==> config.mk <==
export PLATFORM = sky130hd
export DESIGN_NAME = alu_issue_ctrl
export DESIGN_NICKNAME = d
export VERILOG_FILES = /design/src/rtl/mips_alu_pkg.sv /design/src/rtl/alu_ctrl_decode.sv /design/src/rtl/alu_issue_ctrl.sv
export SDC_FILE = /design/constraint.sdc
export NUM_CORES = 1
export LEC_CHECK = 0
export ABC_AREA = 1
export CAP_MARGIN = 30
export CORE_MARGIN = 5
export CORE_UTILIZATION = 25
export CTS_CLUSTER_DIAMETER = 60
export DETAILED_ROUTE_END_ITERATION = 12
export PLACE_DENSITY = 0.58
export REMOVE_ABC_BUFFERS = 1
export SETUP_SLACK_MARGIN = 0.15
export SLEW_MARGIN = 30
export SYNTH_ARGS = -nofsm -noshare
export SYNTH_HDL_FRONTEND = slang
export SYNTH_SLANG_ARGS = --single-unit
==> constraint.sdc <==
create_clock -name clk -period 2.25 [get_ports clk]
set_clock_uncertainty 0.05 [all_clocks]
set_input_delay 0.45 -clock clk [delete_from_list [all_inputs] [get_ports clk]]
set_output_delay 0.45 -clock clk [all_outputs]
set_load 0.005 [all_outputs]
==> src/rtl/mips_alu_pkg.sv <==
// mips_alu_pkg: constants shared by the ALU issue controller and the alu.
//   - ALU_control codes understood by the combinational alu
//   - ALUOp codes produced by the main decoder
//   - R-type funct field values
//   - FSM state encoding of the issue controller
package mips_alu_pkg;

  // ALU_control codes (fixed by the alu implementation)
  localparam logic [3:0] ALU_AND = 4'b0000;
  localparam logic [3:0] ALU_OR  = 4'b0001;
  localparam logic [3:0] ALU_ADD = 4'b0010;
  localparam logic [3:0] ALU_SUB = 4'b0110;
  localparam logic [3:0] ALU_SLT = 4'b0111;
  localparam logic [3:0] ALU_NOR = 4'b1100;
  localparam logic [3:0] ALU_SLL = 4'b1101;
  localparam logic [3:0] ALU_SRL = 4'b1110;

  // ALUOp codes from the main decoder
  localparam logic [1:0] ALUOP_ADD   = 2'b00;  // lw/sw address
  localparam logic [1:0] ALUOP_SUB   = 2'b01;  // beq compare
  localparam logic [1:0] ALUOP_RTYPE = 2'b10;  // decode funct
  localparam logic [1:0] ALUOP_OR    = 2'b11;  // ori

  // R-type funct values
  localparam logic [5:0] FUNCT_SLL  = 6'h00;
  localparam logic [5:0] FUNCT_SRL  = 6'h02;
  localparam logic [5:0] FUNCT_ADD  = 6'h20;
  localparam logic [5:0] FUNCT_ADDU = 6'h21;
  localparam logic [5:0] FUNCT_SUB  = 6'h22;
  localparam logic [5:0] FUNCT_SUBU = 6'h23;
  localparam logic [5:0] FUNCT_AND  = 6'h24;
  localparam logic [5:0] FUNCT_OR   = 6'h25;
  localparam logic [5:0] FUNCT_NOR  = 6'h27;
  localparam logic [5:0] FUNCT_SLT  = 6'h2A;

  // Issue controller FSM
  typedef enum logic [1:0] {
    ST_IDLE = 2'b00,
    ST_EXEC = 2'b01,
    ST_DONE = 2'b10
  } state_e;

endpackage

==> src/rtl/alu_ctrl_decode.sv <==
// alu_ctrl_decode: combinational ALUOp/funct to ALU_control translation.
// Ports:
//   alu_op_i    [1:0]  ALUOp from the main decoder
//   funct_i     [5:0]  R-type funct field
//   alu_ctrl_o  [3:0]  ALU_control code for the alu
//   is_shift_o         operation is sll/srl (operand steering differs)
//   illegal_o          R-type funct not supported; op falls back to add
module alu_ctrl_decode
  import mips_alu_pkg::*;
(
  input  logic [1:0] alu_op_i,
  input  logic [5:0] funct_i,
  output logic [3:0] alu_ctrl_o,
  output logic       is_shift_o,
  output logic       illegal_o
);

  always_comb begin
    alu_ctrl_o = ALU_ADD;
    is_shift_o = 1'b0;
    illegal_o  = 1'b0;
    case (alu_op_i)
      ALUOP_ADD: alu_ctrl_o = ALU_ADD;
      ALUOP_SUB: alu_ctrl_o = ALU_SUB;
      ALUOP_OR:  alu_ctrl_o = ALU_OR;
      ALUOP_RTYPE: begin
        case (funct_i)
          FUNCT_ADD, FUNCT_ADDU: alu_ctrl_o = ALU_ADD;
          FUNCT_SUB, FUNCT_SUBU: alu_ctrl_o = ALU_SUB;
          FUNCT_AND:             alu_ctrl_o = ALU_AND;
          FUNCT_OR:              alu_ctrl_o = ALU_OR;
          FUNCT_NOR:             alu_ctrl_o = ALU_NOR;
          FUNCT_SLT:             alu_ctrl_o = ALU_SLT;
          FUNCT_SLL: begin
            alu_ctrl_o = ALU_SLL;
            is_shift_o = 1'b1;
          end
          FUNCT_SRL: begin
            alu_ctrl_o = ALU_SRL;
            is_shift_o = 1'b1;
          end
          default: begin
            // Unknown funct still produces a result (add) so the
            // pipeline keeps flowing; the flag lets writeback trap it.
            alu_ctrl_o = ALU_ADD;
            illegal_o  = 1'b1;
          end
        endcase
      end
      default: alu_ctrl_o = ALU_ADD;
    endcase
  end

endmodule

==> src/rtl/alu_issue_ctrl.sv <==
// alu_issue_ctrl: initiator side of the combinational alu.
// Accepts one decoded op per in_valid/in_ready handshake, registers the
// ALU_control code and steered operands, lets the alu evaluate for one
// cycle, registers the result and returns it via res_valid/res_ready.
// Ports:
//   clk, rst_n                       clock, asynchronous active-low reset
//   in_valid/in_ready                operation handshake
//   in_alu_op, in_funct, in_shamt    decoded operation fields
//   in_rs_data, in_rt_data           source operands
//   read_data_1/2, shamt, ALU_control  drive the alu (registered)
//   ALU_result, zero                 alu outputs
//   res_valid/res_ready              result handshake
//   res_data, res_zero, res_illegal  registered result and flags
//   issue_count, illegal_count       saturating statistics
// WIDTH must be 32 to match the alu.
module alu_issue_ctrl
  import mips_alu_pkg::*;
#(
  parameter int WIDTH = 32,
  parameter int CNT_W = 16
) (
  input  logic             clk,
  input  logic             rst_n,
  input  logic             in_valid,
  output logic             in_ready,
  input  logic [1:0]       in_alu_op,
  input  logic [5:0]       in_funct,
  input  logic [4:0]       in_shamt,
  input  logic [WIDTH-1:0] in_rs_data,
  input  logic [WIDTH-1:0] in_rt_data,
  output logic [WIDTH-1:0] read_data_1,
  output logic [WIDTH-1:0] read_data_2,
  output logic [4:0]       shamt,
  output logic [3:0]       ALU_control,
  input  logic [WIDTH-1:0] ALU_result,
  input  logic             zero,
  output logic             res_valid,
  input  logic             res_ready,
  output logic [WIDTH-1:0] res_data,
  output logic             res_zero,
  output logic             res_illegal,
  output logic [CNT_W-1:0] issue_count,
  output logic [CNT_W-1:0] illegal_count
);

  localparam logic [CNT_W-1:0] CNT_ONE = {{(CNT_W-1){1'b0}}, 1'b1};
  localparam logic [CNT_W-1:0] CNT_MAX = {CNT_W{1'b1}};

  state_e state_q, state_d;

  logic [3:0]       dec_ctrl;
  logic             dec_shift;
  logic             dec_illegal;
  logic             accept;

  logic [3:0]       ctrl_q;
  logic [WIDTH-1:0] rd1_q, rd2_q;
  logic [4:0]       shamt_q;
  logic             illegal_pend_q;
  logic [WIDTH-1:0] res_data_q;
  logic             res_zero_q;
  logic             res_illegal_q;
  logic [CNT_W-1:0] issue_cnt_q;
  logic [CNT_W-1:0] illegal_cnt_q;

  alu_ctrl_decode u_decode (
    .alu_op_i   (in_alu_op),
    .funct_i    (in_funct),
    .alu_ctrl_o (dec_ctrl),
    .is_shift_o (dec_shift),
    .illegal_o  (dec_illegal)
  );

  assign accept = in_valid && in_ready;

  // FSM: state register
  always_ff @(posedge clk or negedge rst_n) begin
    if (!rst_n) state_q <= ST_IDLE;
    else        state_q <= state_d;
  end

  // FSM: next state
  always_comb begin
    state_d = state_q;
    case (state_q)
      ST_IDLE: if (accept) state_d = ST_EXEC;
      ST_EXEC: state_d = ST_DONE;
      ST_DONE: begin
        // Result pop and new accept may coincide (back-to-back issue)
        if (res_ready) state_d = in_valid ? ST_EXEC : ST_IDLE;
      end
      default: state_d = ST_IDLE;
    endcase
  end

  // FSM: outputs
  always_comb begin
    in_ready  = 1'b0;
    res_valid = 1'b0;
    case (state_q)
      ST_IDLE: in_ready = 1'b1;
      ST_DONE: begin
        res_valid = 1'b1;
        in_ready  = res_ready;
      end
      default: ;
    endcase
  end

  // ALU-facing registers: loaded only on accept, otherwise hold
  always_ff @(posedge clk or negedge rst_n) begin
    if (!rst_n) begin
      ctrl_q         <= ALU_ADD;
      rd1_q          <= '0;
      rd2_q          <= '0;
      shamt_q        <= '0;
      illegal_pend_q <= 1'b0;
    end else if (accept) begin
      ctrl_q         <= dec_ctrl;
      // The alu shifts its first operand, so rt is routed there for shifts
      rd1_q          <= dec_shift ? in_rt_data : in_rs_data;
      rd2_q          <= dec_shift ? '0 : in_rt_data;
      shamt_q        <= dec_shift ? in_shamt : 5'd0;
      illegal_pend_q <= dec_illegal;
    end
  end

  // Result registers: captured only at the EXEC->DONE edge
  always_ff @(posedge clk or negedge rst_n) begin
    if (!rst_n) begin
      res_data_q    <= '0;
      res_zero_q    <= 1'b0;
      res_illegal_q <= 1'b0;
    end else if (state_q == ST_EXEC) begin
      res_data_q    <= ALU_result;
      res_zero_q    <= zero;
      res_illegal_q <= illegal_pend_q;
    end
  end

  // Saturating statistics
  always_ff @(posedge clk or negedge rst_n) begin
    if (!rst_n) begin
      issue_cnt_q   <= '0;
      illegal_cnt_q <= '0;
    end else if (accept) begin
      if (issue_cnt_q != CNT_MAX) issue_cnt_q <= issue_cnt_q + CNT_ONE;
      if (dec_illegal && (illegal_cnt_q != CNT_MAX))
        illegal_cnt_q <= illegal_cnt_q + CNT_ONE;
    end
  end

  assign ALU_control   = ctrl_q;
  assign read_data_1   = rd1_q;
  assign read_data_2   = rd2_q;
  assign shamt         = shamt_q;
  assign res_data      = res_data_q;
  assign res_zero      = res_zero_q;
  assign res_illegal   = res_illegal_q;
  assign issue_count   = issue_cnt_q;
  assign illegal_count = illegal_cnt_q;

endmodule

# Word level (Yosys, flattened, before mapping)
# Cells that the tools add are included.
[classes]
n_div = 0
reduce_logical = 11
n_mux = 15
n_eq_ne = 18
n_shift = 0
mul = 0
order_cmp = 0
addsub = 2
bitwise_logic = 0
[op_table]
columns = ["cell", "n"]
rows = [
  ["two-way mux 32 bit", 2],
  ["== test 6 bit, second input constant", 8],
  ["adder 16 x 1 -> 16 bit, second input constant", 2],
  ["inequality test 16 bit, second input constant", 2],
  ["one-hot mux 4 bit (7 select lines)", 1],
  ["one-hot mux 4 bit (4 select lines)", 1],
  ["OR reduction 10 bit", 1],
  ["== test 2 bit, second input constant", 3],
  ["== test 6 x 2 -> 1 bit, second input constant", 1],
  ["zero test 6 bit", 1],
  ["two-way mux 1 bit", 6],
  ["one-hot mux 2 bit (3 select lines)", 1],
  ["AND reduction 2 bit", 3],
  ["two-way mux 5 bit", 1],
  ["== test 2 x 1 -> 1 bit, second input constant", 2],
  ["zero test 2 bit", 2],
  ["two-way mux 2 bit", 2],
  ["inequality test 2 bit, second input constant", 2],
  ["OR reduction 2 bit", 2],
  ["logical AND 1 bit", 2],
  ["one-hot mux 1 bit (2 select lines)", 1],
]
[totals]
reg_bits = 142
mem_count = 0
mem_bits_ro = 0
latch_bits = 0
in_bits = 114
ram_bits = 0

# Logic depth before layout (Yosys ltp)
# Gate-level depths: netlist of run 1.
[logic_depth]
depth_word = 6
depth_mapped = 10

# Hierarchy
# From an unflattened synthesis of run 1, not the netlist that was laid out.
[hier_totals]
hier_cells = 776
hier_area_um2 = 6605.1
[modules_own_cells]
columns = ["module", "seq_area_each_um2", "n_inst", "area_per_inst_um2", "cells_per_inst"]
rows = [
  ["alu_issue_ctrl", 3554.7, 1, 6406.1, 731],
  ["alu_ctrl_decode", 0.0, 1, 198.9, 45],
]

# Worst setup path before layout of run 1
# No wires, ideal clock.
[synth_path]
path_type = "register -> register"
from = "register illegal_cnt_q[0] (netlist: illegal_count[0])"
to = "register illegal_cnt_q[5] (netlist: illegal_count[5])"
t_required_ns = 2.083
n_path_buf = 1
path_slack_ns = 0.573
path_stages_with_launch = 10
setup_ns = 0.117
t_arrival_ns = 1.510
path_cell_list = "dfrtp_1 -> ha_1 -> nand3_2 -> nor2_4 -> nand2_2 -> nor2_4 -> nand3_4 -> buf_2 -> nand3_1 -> nand2_1"
[synth_between]
elab_chain_len = 3
word_cells_on_any_way = 4
[synth_rtl]
columns = ["element", "line", "rtl"]
rows = [
  ["from (decl)", "alu_issue_ctrl.sv:64", "logic [CNT_W-1:0] illegal_cnt_q;"],
  ["from (signal assigned)", "alu_issue_ctrl.sv:149", "illegal_cnt_q <= illegal_cnt_q + CNT_ONE;"],
  ["branches (longest 3 deep; another with adder 16 x 1 -> 16 bit)", "n/a", ""],
]
# Parallel ways; which one is timed is not known.
# A chain may end at the register's enable or synchronous reset.

# Worst setup path after layout of run 1
[layout_path]
from = "register ctrl_q[1] (netlist: ALU_control[1])"
to = "output port ALU_control[1]"
[layout_rtl]
columns = ["element", "line", "rtl"]
rows = [
  ["from (decl)", "alu_issue_ctrl.sv:56", "logic [3:0] ctrl_q;"],
  ["from (signal assigned)", "alu_issue_ctrl.sv:119", "ctrl_q <= dec_ctrl;"],
  ["to (decl)", "alu_issue_ctrl.sv:34", "output logic [3:0] ALU_control,"],
]
# No word-level cell between the ends.

==> reports/qor.json, run 1 <==
{
  "ys.warnings.count": 0,
  "dp.final_hpwl_mm": 15.3,
  "dr_total_vias": 6079,
  "most-common-layout-cells": "clkdlybuf4s50_1, nand2_1, dfrtp_1, o21ai_0, nor2_1",
  "wirelength_mm": 20.7,
  "cts-root-buf": "clkbuf_16",
  "synth_top_family_by_area": "simple AND/OR/NAND/NOR gates",
  "drt-wirelength-per-cell_um": 15.1,
  "dpl.cell_count": 1342,
  "setup_viol": 0,
  "netlist.area_leader.share_pct": 53.7,
  "placeableCoreArea_um2": 26000,
  "tritoncts_clock_tree": "done",
  "die_height_um": 172,
  "instances_no_fill": 1375,
  "clock_sinks": 142,
  "critical_path_arrival_ns": 1.45,
  "initial_utilization_pct": 25.3,
  "finalHoldViolCount": 0,
  "post_synth_num_cell_types": 30,
  "result_of_the_run": "complete, no violations",
  "final_period_minus_worst_setup_slack_ns": 1.95,
  "grt_antenna_before_repair": 1,
  "synth_area_in_adders_pct": 0.381,
  "syn-instance-count": 758,
  "timing.critical_path.max_delay_family": "flip-flops",
  "diodes": 0,
  "clk_latency_ns": 0.42,
  "clock_tree.buffer_depth": 2,
  "timing.rr.end": "illegal_count[8]",
  "gr-usage-all-layers_pct": 13.8,
  "max_cap_viols": 0,
  "yosys.area_share.xor_xnor_pct": 1.87,
  "fraction_of_the_yosys_area_taken_by_sequential_cells_pct": 54.1,
  "timing.hold.worst_path_depth": 2,
  "fin_nets": 1144,
  "hold_path_end": "ALU_control[1]",
  "grt_overflow": 0,
  "drtIter0Drc": 238,
  "start_kind": "flop",
  "worst-path-max-fanout": 2,
  "die-area_um2": 29600,
  "crit_type": "reg -> out",
  "die_w_um": 172,
  "synth_seq_cells": 142,
  "worst_setup_hold_path_clk_slew_ns": 0.06,
  "final_layout_size_suffix_gt1_share_pct": 10.8,
  "timing.final.max_slew_violations": 0,
  "avgSynthCellArea_um2": 8.67,
  "worst_ir_drop_vdd_v": 0.000501,
  "drt_first_pass_iters": 4,
  "synthMuxAreaShare_pct": 5.65,
  "clock_tree.htree_level_count": 4,
  "cts_inserted_buffers": 17,
  "hold_class": "reg -> reg",
  "crit_buf_inv": 1,
  "worst_path_max_delay_cell": "dfstp_2",
  "worst_r2r_startpoint": "illegal_count[1]",
  "layout.cells.most_common": "clkdlybuf4s50_1",
  "synth.largest_area_cell": "dfrtp_1",
  "floorplan.rows": 59,
  "io_pins": 255,
  "ys_top_cells_by_area": "dfrtp_1, nand2_1, o21ai_0",
  "gp_congestion": 0.808,
  "setup_slack_ns": 0.303,
  "layout-area-overhead-vs-synth_pct": 57.9,
  "power_density_nw_per_um2": 934,
  "numPortBuffers": 254,
  "max_stage_delay_ns": 0.53,
  "grt_max_degree": 47,
  "via_cell_ratio": 4.42,
  "worst_hold_slack_ns": 0.423,
  "cellLeakagePower_nw": 4.52,
  "cp_cell_sequence": "clkdlybuf4s50_1",
  "place_ws_ns": 0.0124,
  "worst_r2r_path_depth": 9,
  "unrepaired_setup_endpoints_after_global_routing": "no",
  "number_of_nets_with_antenna_violations_after_detailed_routing": 0,
  "synth-simple-area-share_pct": 24.3,
  "headroom_to_the_max_slew_limit_pct": 63.3,
  "syn_area_um2": 6570,
  "cp.required_ns": 1.75,
  "first_pass_grt_wire_length_mm": 32.3,
  "complex_gate_fraction_of_the_synthesized_area_pct": 8.82,
  "number_of_global_route_vias_before_repair": 6184,
  "top_achievable_clock_speed_mhz": 514,
  "setup.worst_path.end_class": "output port",
  "period_share_pct": 86.5,
  "drt_drc_violations_left": 0,
  "timing.reg2reg.setup_slack_ns": 0.39,
  "worstHoldStart": "ALU_control[1]",
  "worst-slew-pin-transition_ns": 0.546
}
## worst max-delay path by stage
stage / from / to / slack (ns) / cells past startpoint
6_report: ALU_control[1] / ALU_control[1] / 0.30 / 1
5_1_grt: issue_count[1] / issue_count[7] / 0.18 / 9
4_1_cts: state_q[0] / res_valid / 0.16 / 2
3_5_place_dp: in_funct[5] / read_data_1[22] / 0.01 / 8
3_3_place_gp: res_ready / in_ready / 0.07 / 4
2_1_floorplan: res_ready / issue_count[6] / -1.60 / 9
## layer usage
metal	up-vias	track usage [%]	part of all wire, %	routed length, um
met4	2	4.24	1.7	343
li1	3009	-	-	-
met2	220	22.2	45	9370
met5	-	0	0.063	13
met1	2824	16.6	42	8770
met3	24	6.15	11	2230
## metrics by stage
step	total power [mW]	cell area, um2	util (%)	setup TNS (ns)
3_5_place_dp	6.64	9700	37.3	0
2_1_floorplan	4.56	6400	-	-126.31
5_1_grt	10.3	10400	39.9	0
4_1_cts	9.85	10400	39.8	0
6_report	9.69	10400	39.9	0
3_3_place_gp	6.61	9700	37.3	0
## registers in the layout (all words and copies together) (netlist names)
register / cells
illegal_pend_q: 1
res_illegal: 1
illegal_count: 16
shamt: 5
res_zero: 1
issue_count: 16
read_data_2: 32
state_q: 2
ALU_control: 4
read_data_1: 32
res_data: 32
## synth_stat cells
library cell	instances
xnor2_1	8
inv_2	2
buf_1	3
dfstp_2	1
a21boi_0	1
nand2_4	1
dfrtp_1	141
inv_1	40
xor2_1	6
o21ai_1	7
nand3_1	49
or2_2	1
ha_1	2
buf_2	16
buf_6	1
nor2_4	5
nor2_1	64
a21oi_1	2
nand4_1	9
o21ai_0	104
nand3_2	3
nand3_4	1
nor3_1	5
o22ai_1	1
buf_4	4
nand2_1	236
nand2_2	2
mux2_2	33
clkbuf_1	9
nand3b_1	1
## power breakdown
group          total [mW]  internal [mW]  switching (mW)  leakage (nW)
registers            3.67           3.22           0.447          1.77
clock network        3.14           1.98            1.16         0.301
logic                2.88           1.80            1.08          2.45
## logic make-up (layout without fill, tap and decap cells)
logic type / count (synthesis) / in the layout
compound gates: 115 / 115
xor+xnor: 14 / 14
simple gates: 377 / 377
mux: 33 / 33
buf+inv: 75 / 357
flops: 142 / 142
fa+ha+maj: 2 / 2
## layout make-up
class	instances	area (um2)
flip-flops and latches	142	3560
multi-input cells	541	2710
clock buffers	19	433
inverters	42	158
repair buffers	284	2890
clock inverters	12	208
well taps	335	419
fillers	2633	15600
## timing repair
item                                    in CTS  in global routing
resized for setup                            1                  4
hold buffers                                 1                  0
endpoints found under the setup margin       1                 16
hold endpoints to repair                    37                  0
pin swaps                                    0                  0
buffers inserted                             0                  1
Power figures use the tool's default switching activity.
==> inputs of run 2 (changes only) <==
- CORE_UTILIZATION: 25 -> 40
- PLACE_DENSITY: 0.58 -> 0.84
- clock period: 2.25 -> 1.6 ns (I/O delays scaled with it)
==> reports/qor.json, run 2 (synthesis results as in run 1) <==
{
  "setup_total_negative_slack_ns": -2.04,
  "start_kind": "flop",
  "die_height_um": 138,
  "clk_latency_ns": 0.42,
  "diodes": 0,
  "final_util_pct": 76.7,
  "max_cap_viols": 0,
  "grt_antenna_before_repair": 0,
  "first_pass_grt_wire_length_mm": 37.5,
  "worst_setup_hold_path_clk_slew_ns": 0.06,
  "cp_cell_sequence": "buf_6 -> ha_4 -> nand3_4 -> nor2_4 -> nand2_2 -> nor2_4 -> nand3_4 -> nand2_8 -> nand2_1 -> nand2_1",
  "worstHoldStart": "in_alu_op[0]",
  "final_layout_size_suffix_gt1_share_pct": 35.7,
  "dp.final_hpwl_mm": 15.2,
  "drt_first_pass_iters": 6,
  "layout.cells.most_common": "nand2_1",
  "worst_path_max_delay_cell": "dfrtp_1",
  "hold_path_end": "ALU_control[1]",
  "final_period_minus_worst_setup_slack_ns": 1.72,
  "power_density_nw_per_um2": 1220,
  "cts-root-buf": "clkbuf_16",
  "timing.hold.worst_path_depth": 4,
  "setup.worst_path.end_class": "flop",
  "floorplan.rows": 46,
  "fin_area_um2": 12300,
  "violations": "setup timing",
  "most-common-layout-cells": "nand2_1, dfrtp_1, buf_4, clkdlybuf4s50_1, clkdlybuf4s15_1",
  "setup_slack_ns": -0.124,
  "period_share_pct": 108,
  "gr-usage-all-layers_pct": 24.0,
  "cellLeakagePower_nw": 5.70,
  "die_w_um": 138,
  "timing.final.max_slew_violations": 0,
  "top_achievable_clock_speed_mhz": 580,
  "worst-path-max-fanout": 8,
  "layout-area-overhead-vs-synth_pct": 86.7,
  "critical_path_arrival_ns": 2.03,
  "worst_ir_drop_vdd_v": 0.000825,
  "layout.filler_cells": 966,
  "dr_total_vias": 7443,
  "worst_r2r_startpoint": "illegal_count[0]",
  "layout.area.seq_um2": 3560,
  "drt-wirelength-per-cell_um": 19.3,
  "cp.required_ns": 1.90,
  "fin_nets": 1293,
  "multi_input_area_um2": 3310,
  "result_of_the_run": "finished with violations",
  "crit_buf_inv": 1,
  "clock_tree.buffer_depth": 2,
  "crit_type": "reg -> reg",
  "numPortBuffers": 254,
  "worst-slew-pin-transition_ns": 0.408,
  "setup_viol": 31,
  "drt_drc_violations_left": 0,
  "grt_overflow": 0,
  "unrepaired_setup_endpoints_after_global_routing": "yes",
  "max_stage_delay_ns": 0.37,
  "timing.rr.end": "illegal_count[5]",
  "clock_sinks": 142,
  "timing.reg2reg.setup_slack_ns": -0.12,
  "hold_class": "in -> reg",
  "number_of_global_route_vias_before_repair": 7314,
  "tritoncts_clock_tree": "done",
  "timing.critical_path.max_delay_family": "simple AND/OR/NAND/NOR gates",
  "grt_max_degree": 41,
  "finalHoldViolCount": 0,
  "die-area_um2": 19100,
  "drtIter0Drc": 538,
  "headroom_to_the_max_slew_limit_pct": 72.6,
  "gp_congestion": 0.899,
  "wirelength_mm": 27.1,
  "cts_inserted_buffers": 17,
  "io_pins": 255,
  "number_of_nets_with_antenna_violations_after_detailed_routing": 0,
  "initial_utilization_pct": 41.1,
  "placedInstanceArea_um2": 9850,
  "worst_r2r_path_depth": 10,
  "clock_tree.htree_level_count": 4,
  "via_cell_ratio": 5.29,
  "placeableCoreArea_um2": 16000
}
-- run 2: changes by cell type in the layout (fill, tap and decap cells not counted), moves of 10 or more --
cell             change
o21ai_1             +55
nand2_1             -50
o21ai_0             -92
buf_6               +54
nand2_2             +38
clkdlybuf4s50_1    -145
dlygate4sd2_1       +10
nand3_1             -13
buf_4               +88
o21ai_2             +37
nand2_4             +11
clkdlybuf4s15_1    +104
nor2_1              -12
-- run 2: worst reg2reg max path, delay by kind of cell, from the launching register on --
kind / cells / cell delay (ns)
buf+inv: 1 / 0.11
flops: 1 / 0.37
fa+ha+maj: 1 / 0.14
simple gates: 8 / 0.99
-- run 2: stage by stage --
stage	setup slack, ns	power [mW]	cells	hold slack (ns)
global route	-0.180	15.6	1406	0.211
CTS	-0.0188	13.9	1368	0.329
finish	-0.124	15.0	1406	0.187
global placement	-0.345	9.35	1262	0.206
detailed placement	-0.420	9.51	1262	0.201
floorplan	-2.16	6.41	725	-0.0256
-- run 2: report_power, final --
group	switching, mW	internal (mW)	total [mW]
sequential	0.624	4.53	5.15
combinational	2.43	3.27	5.71
clock	1.62	2.49	4.12
-- run 2: layer usage --
metal	global-route usage (%)	part of all wire (%)	vias up
li1	-	-	3317
met5	0	0	-
met2	42.1	50	428
met1	26.9	38	3603
met4	8.89	3.9	0
met3	8.59	8.8	95
-- run 2: what timing repair did --
item | 4_1_cts | 5_1_grt
gates resized for setup | 398 | 266
cloned | 7 | 9
endpoints found under the setup margin | 225 | 151
hold endpoints to repair | 28 | 0
buffers inserted | 66 | 29
hold buffers | 1 | 0
pin swaps | 24 | 66
-- run 2: how the worst max path moves through the flow --
| stage | from | endpoint | slack (ns) | cells past startpoint |
|---|---|---|---|---|
| finish | illegal_count[0] | illegal_count[5] | -0.12 | 10 |
| global route | res_ready | illegal_count[5] | -0.18 | 11 |
| CTS | illegal_count[0] | illegal_count[2] | -0.02 | 10 |
| detailed placement | in_funct[5] | read_data_1[6] | -0.42 | 8 |
| global placement | in_funct[5] | read_data_1[6] | -0.34 | 8 |
| floorplan | state_q[1] | issue_count[6] | -2.16 | 8 |
-- run 2: layout make-up --
cell class | count | area share [%]
Timing Repair Buffer | 430 | 35.2
Multi-Input combinational cell | 544 | 27.0
Tap cell | 216 | 2.20
Inverter | 42 | 1.65
Clock inverter | 14 | 1.37
Clock buffer | 18 | 3.58
Sequential cell | 142 | 29.0
==> inputs of run 3 (changes only) <==
- CORE_UTILIZATION: 40 -> 48
- GPL_ROUTABILITY_DRIVEN: not set -> 0
- PLACE_DENSITY: 0.84 -> 0.94
- clock period: 1.6 -> 2.13 ns (I/O delays scaled with it)
==> reports/qor.json, run 3 (synthesis results as in run 1) <==
{
  "grt_antenna_before_repair": 0,
  "setup.worst_path.end_class": "output port",
  "number_of_nets_with_antenna_violations_after_detailed_routing": 0,
  "worst_r2r_startpoint": "illegal_count[0]",
  "power_density_nw_per_um2": 999,
  "clock_tree.htree_level_count": 4,
  "max_cap_viols": 0,
  "fin_area_um2": 10100,
  "power.switching_mw": 2.77,
  "worst_path_max_delay_cell": "dfstp_2",
  "timing.reg2reg.setup_slack_ns": 0.26,
  "worst-slew-pin-transition_ns": 0.538,
  "finalHoldViolCount": 0,
  "clk_latency_ns": 0.41,
  "fin_nets": 1139,
  "diodes": 0,
  "worst-path-max-fanout": 2,
  "unrepaired_setup_endpoints_after_global_routing": "yes",
  "placedInstanceArea_um2": 9440,
  "setup_total_negative_slack_ns": 0,
  "worst_setup_hold_path_clk_slew_ns": 0.06,
  "crit_buf_inv": 1,
  "worst_ir_drop_vdd_v": 0.000559,
  "final_period_minus_worst_setup_slack_ns": 1.94,
  "cp.required_ns": 1.65,
  "placeableCoreArea_um2": 13300,
  "internal-power_mw": 7.34,
  "cellLeakagePower_nw": 4.48,
  "drt_first_pass_iters": 5,
  "clock_sinks": 142,
  "clock_tree.buffer_depth": 2,
  "max_stage_delay_ns": 0.53,
  "hold_class": "reg -> reg",
  "period_share_pct": 91.3,
  "start_kind": "flop",
  "result_of_the_run": "complete, no violations",
  "crit_type": "reg -> out",
  "setup_viol": 0,
  "drt_drc_violations_left": 0,
  "combPwrFrac_pct": 30.1,
  "number_of_global_route_vias_before_repair": 6599,
  "numPortBuffers": 254,
  "layout.area.seq_um2": 3560,
  "dr_total_vias": 6389,
  "critical_path_arrival_ns": 1.47,
  "share_clk_of_total_power_pct": 31.1,
  "cts-root-buf": "clkbuf_16",
  "timing.hold.worst_path_depth": 2,
  "timing.critical_path.depth": 1,
  "timing.rr.end": "illegal_count[6]",
  "drtIter0Drc": 420,
  "floorplan.rows": 42,
  "gr-usage-all-layers_pct": 25.3,
  "grt_max_degree": 46,
  "layout.filler_cells": 889,
  "io_pins": 255,
  "multi_input_area_um2": 2720,
  "timing.critical_path.max_delay_family": "flip-flops",
  "hold_path_end": "read_data_2[14]",
  "wirelength_mm": 20.2,
  "power.sequential.fraction_pct": 38.7,
  "grt_overflow": 0,
  "most-common-layout-cells": "clkdlybuf4s50_1, nand2_1, dfrtp_1, o21ai_0, nor2_1",
  "worstHoldStart": "read_data_2[14]",
  "worst_r2r_path_depth": 9,
  "switching_share_pct": 27.4,
  "final_util_pct": 75.8,
  "cts_inserted_buffers": 17,
  "first_pass_grt_wire_length_mm": 32.7,
  "layout.cells.most_common": "clkdlybuf4s50_1",
  "dp.final_hpwl_mm": 14.9,
  "via_cell_ratio": 5.27,
  "initial_utilization_pct": 49.2,
  "die-area_um2": 16100,
  "drt-wirelength-per-cell_um": 16.7,
  "die_height_um": 127,
  "die_w_um": 127,
  "layout-area-overhead-vs-synth_pct": 53.9,
  "tritoncts_clock_tree": "done",
  "timing.final.max_slew_violations": 0,
  "top_achievable_clock_speed_mhz": 514,
  "final_layout_size_suffix_gt1_share_pct": 10.6,
  "cp_cell_sequence": "clkdlybuf4s50_1",
  "headroom_to_the_max_slew_limit_pct": 63.9
}
[run 3: cell types whose count changed in the layout (fill, tap and decap cells not counted), moves of 38 or more]
cell	delta
nand2_1	+50
o21ai_0	+92
nand2_2	-38
buf_4	-91
buf_6	-54
clkdlybuf4s15_1	-104
clkdlybuf4s50_1	+145
o21ai_1	-55
[run 3: per-stage QoR]
step	setup WS [ns]	hold WS (ns)	power, mW	std cells
after detailed placement	-0.0671	0.343	6.99	1178
final	0.186	0.433	10.1	1212
after floorplan	-1.70	0.0804	4.82	725
after global placement	0.0730	0.339	6.84	1178
after global routing	0.100	0.442	10.7	1212
after CTS	0.150	0.433	10.2	1211
[run 3: layout make-up]
type	count	share of cell area [%]
well taps	176	2.18
repair buffers	279	27.9
multi-input cells	541	26.9
inverters	42	1.56
flip-flops and latches	142	35.2
clock inverters	9	1.56
clock buffers	23	4.73
[run 3: how the worst max path moves through the flow]
| stage | endpoint | from | slack (ns) |
|---|---|---|---|
| after floorplan | issue_count[6] | res_ready | -1.70 |
| after global placement | read_data_1[8] | in_funct[3] | 0.07 |
| after detailed placement | read_data_1[31] | in_funct[3] | -0.07 |
| after CTS | res_valid | state_q[0] | 0.15 |
| after global routing | issue_count[12] | issue_count[1] | 0.10 |
| final | ALU_control[1] | ALU_control[1] | 0.19 |
[run 3: metal layers]
metal / part of all wire (%) / track usage, %
met5: 0 / 0
met1: 38 / 28.7
met3: 10 / 9.31
met4: 2.5 / 9.02
met2: 49 / 43.8
[run 3: timing repair]
action / 4_1_cts / 5_1_grt
hold endpoints to repair: 40 / 0
endpoints found under the setup margin: 1 / 30
hold buffers: 1 / 0
resized for setup: 1 / 7
buffers inserted: 0 / 1
[run 3: power by group through the flow]
stage	Combinational [mW]	Sequential, mW	Clock [mW]
2_1_floorplan	0.896	3.92	0
3_3_place_gp	2.95	3.89	0
3_5_place_dp	3.06	3.93	0
4_1_cts	3.08	3.90	3.20
5_1_grt	3.32	4.01	3.32
6_report	3.05	3.92	3.15
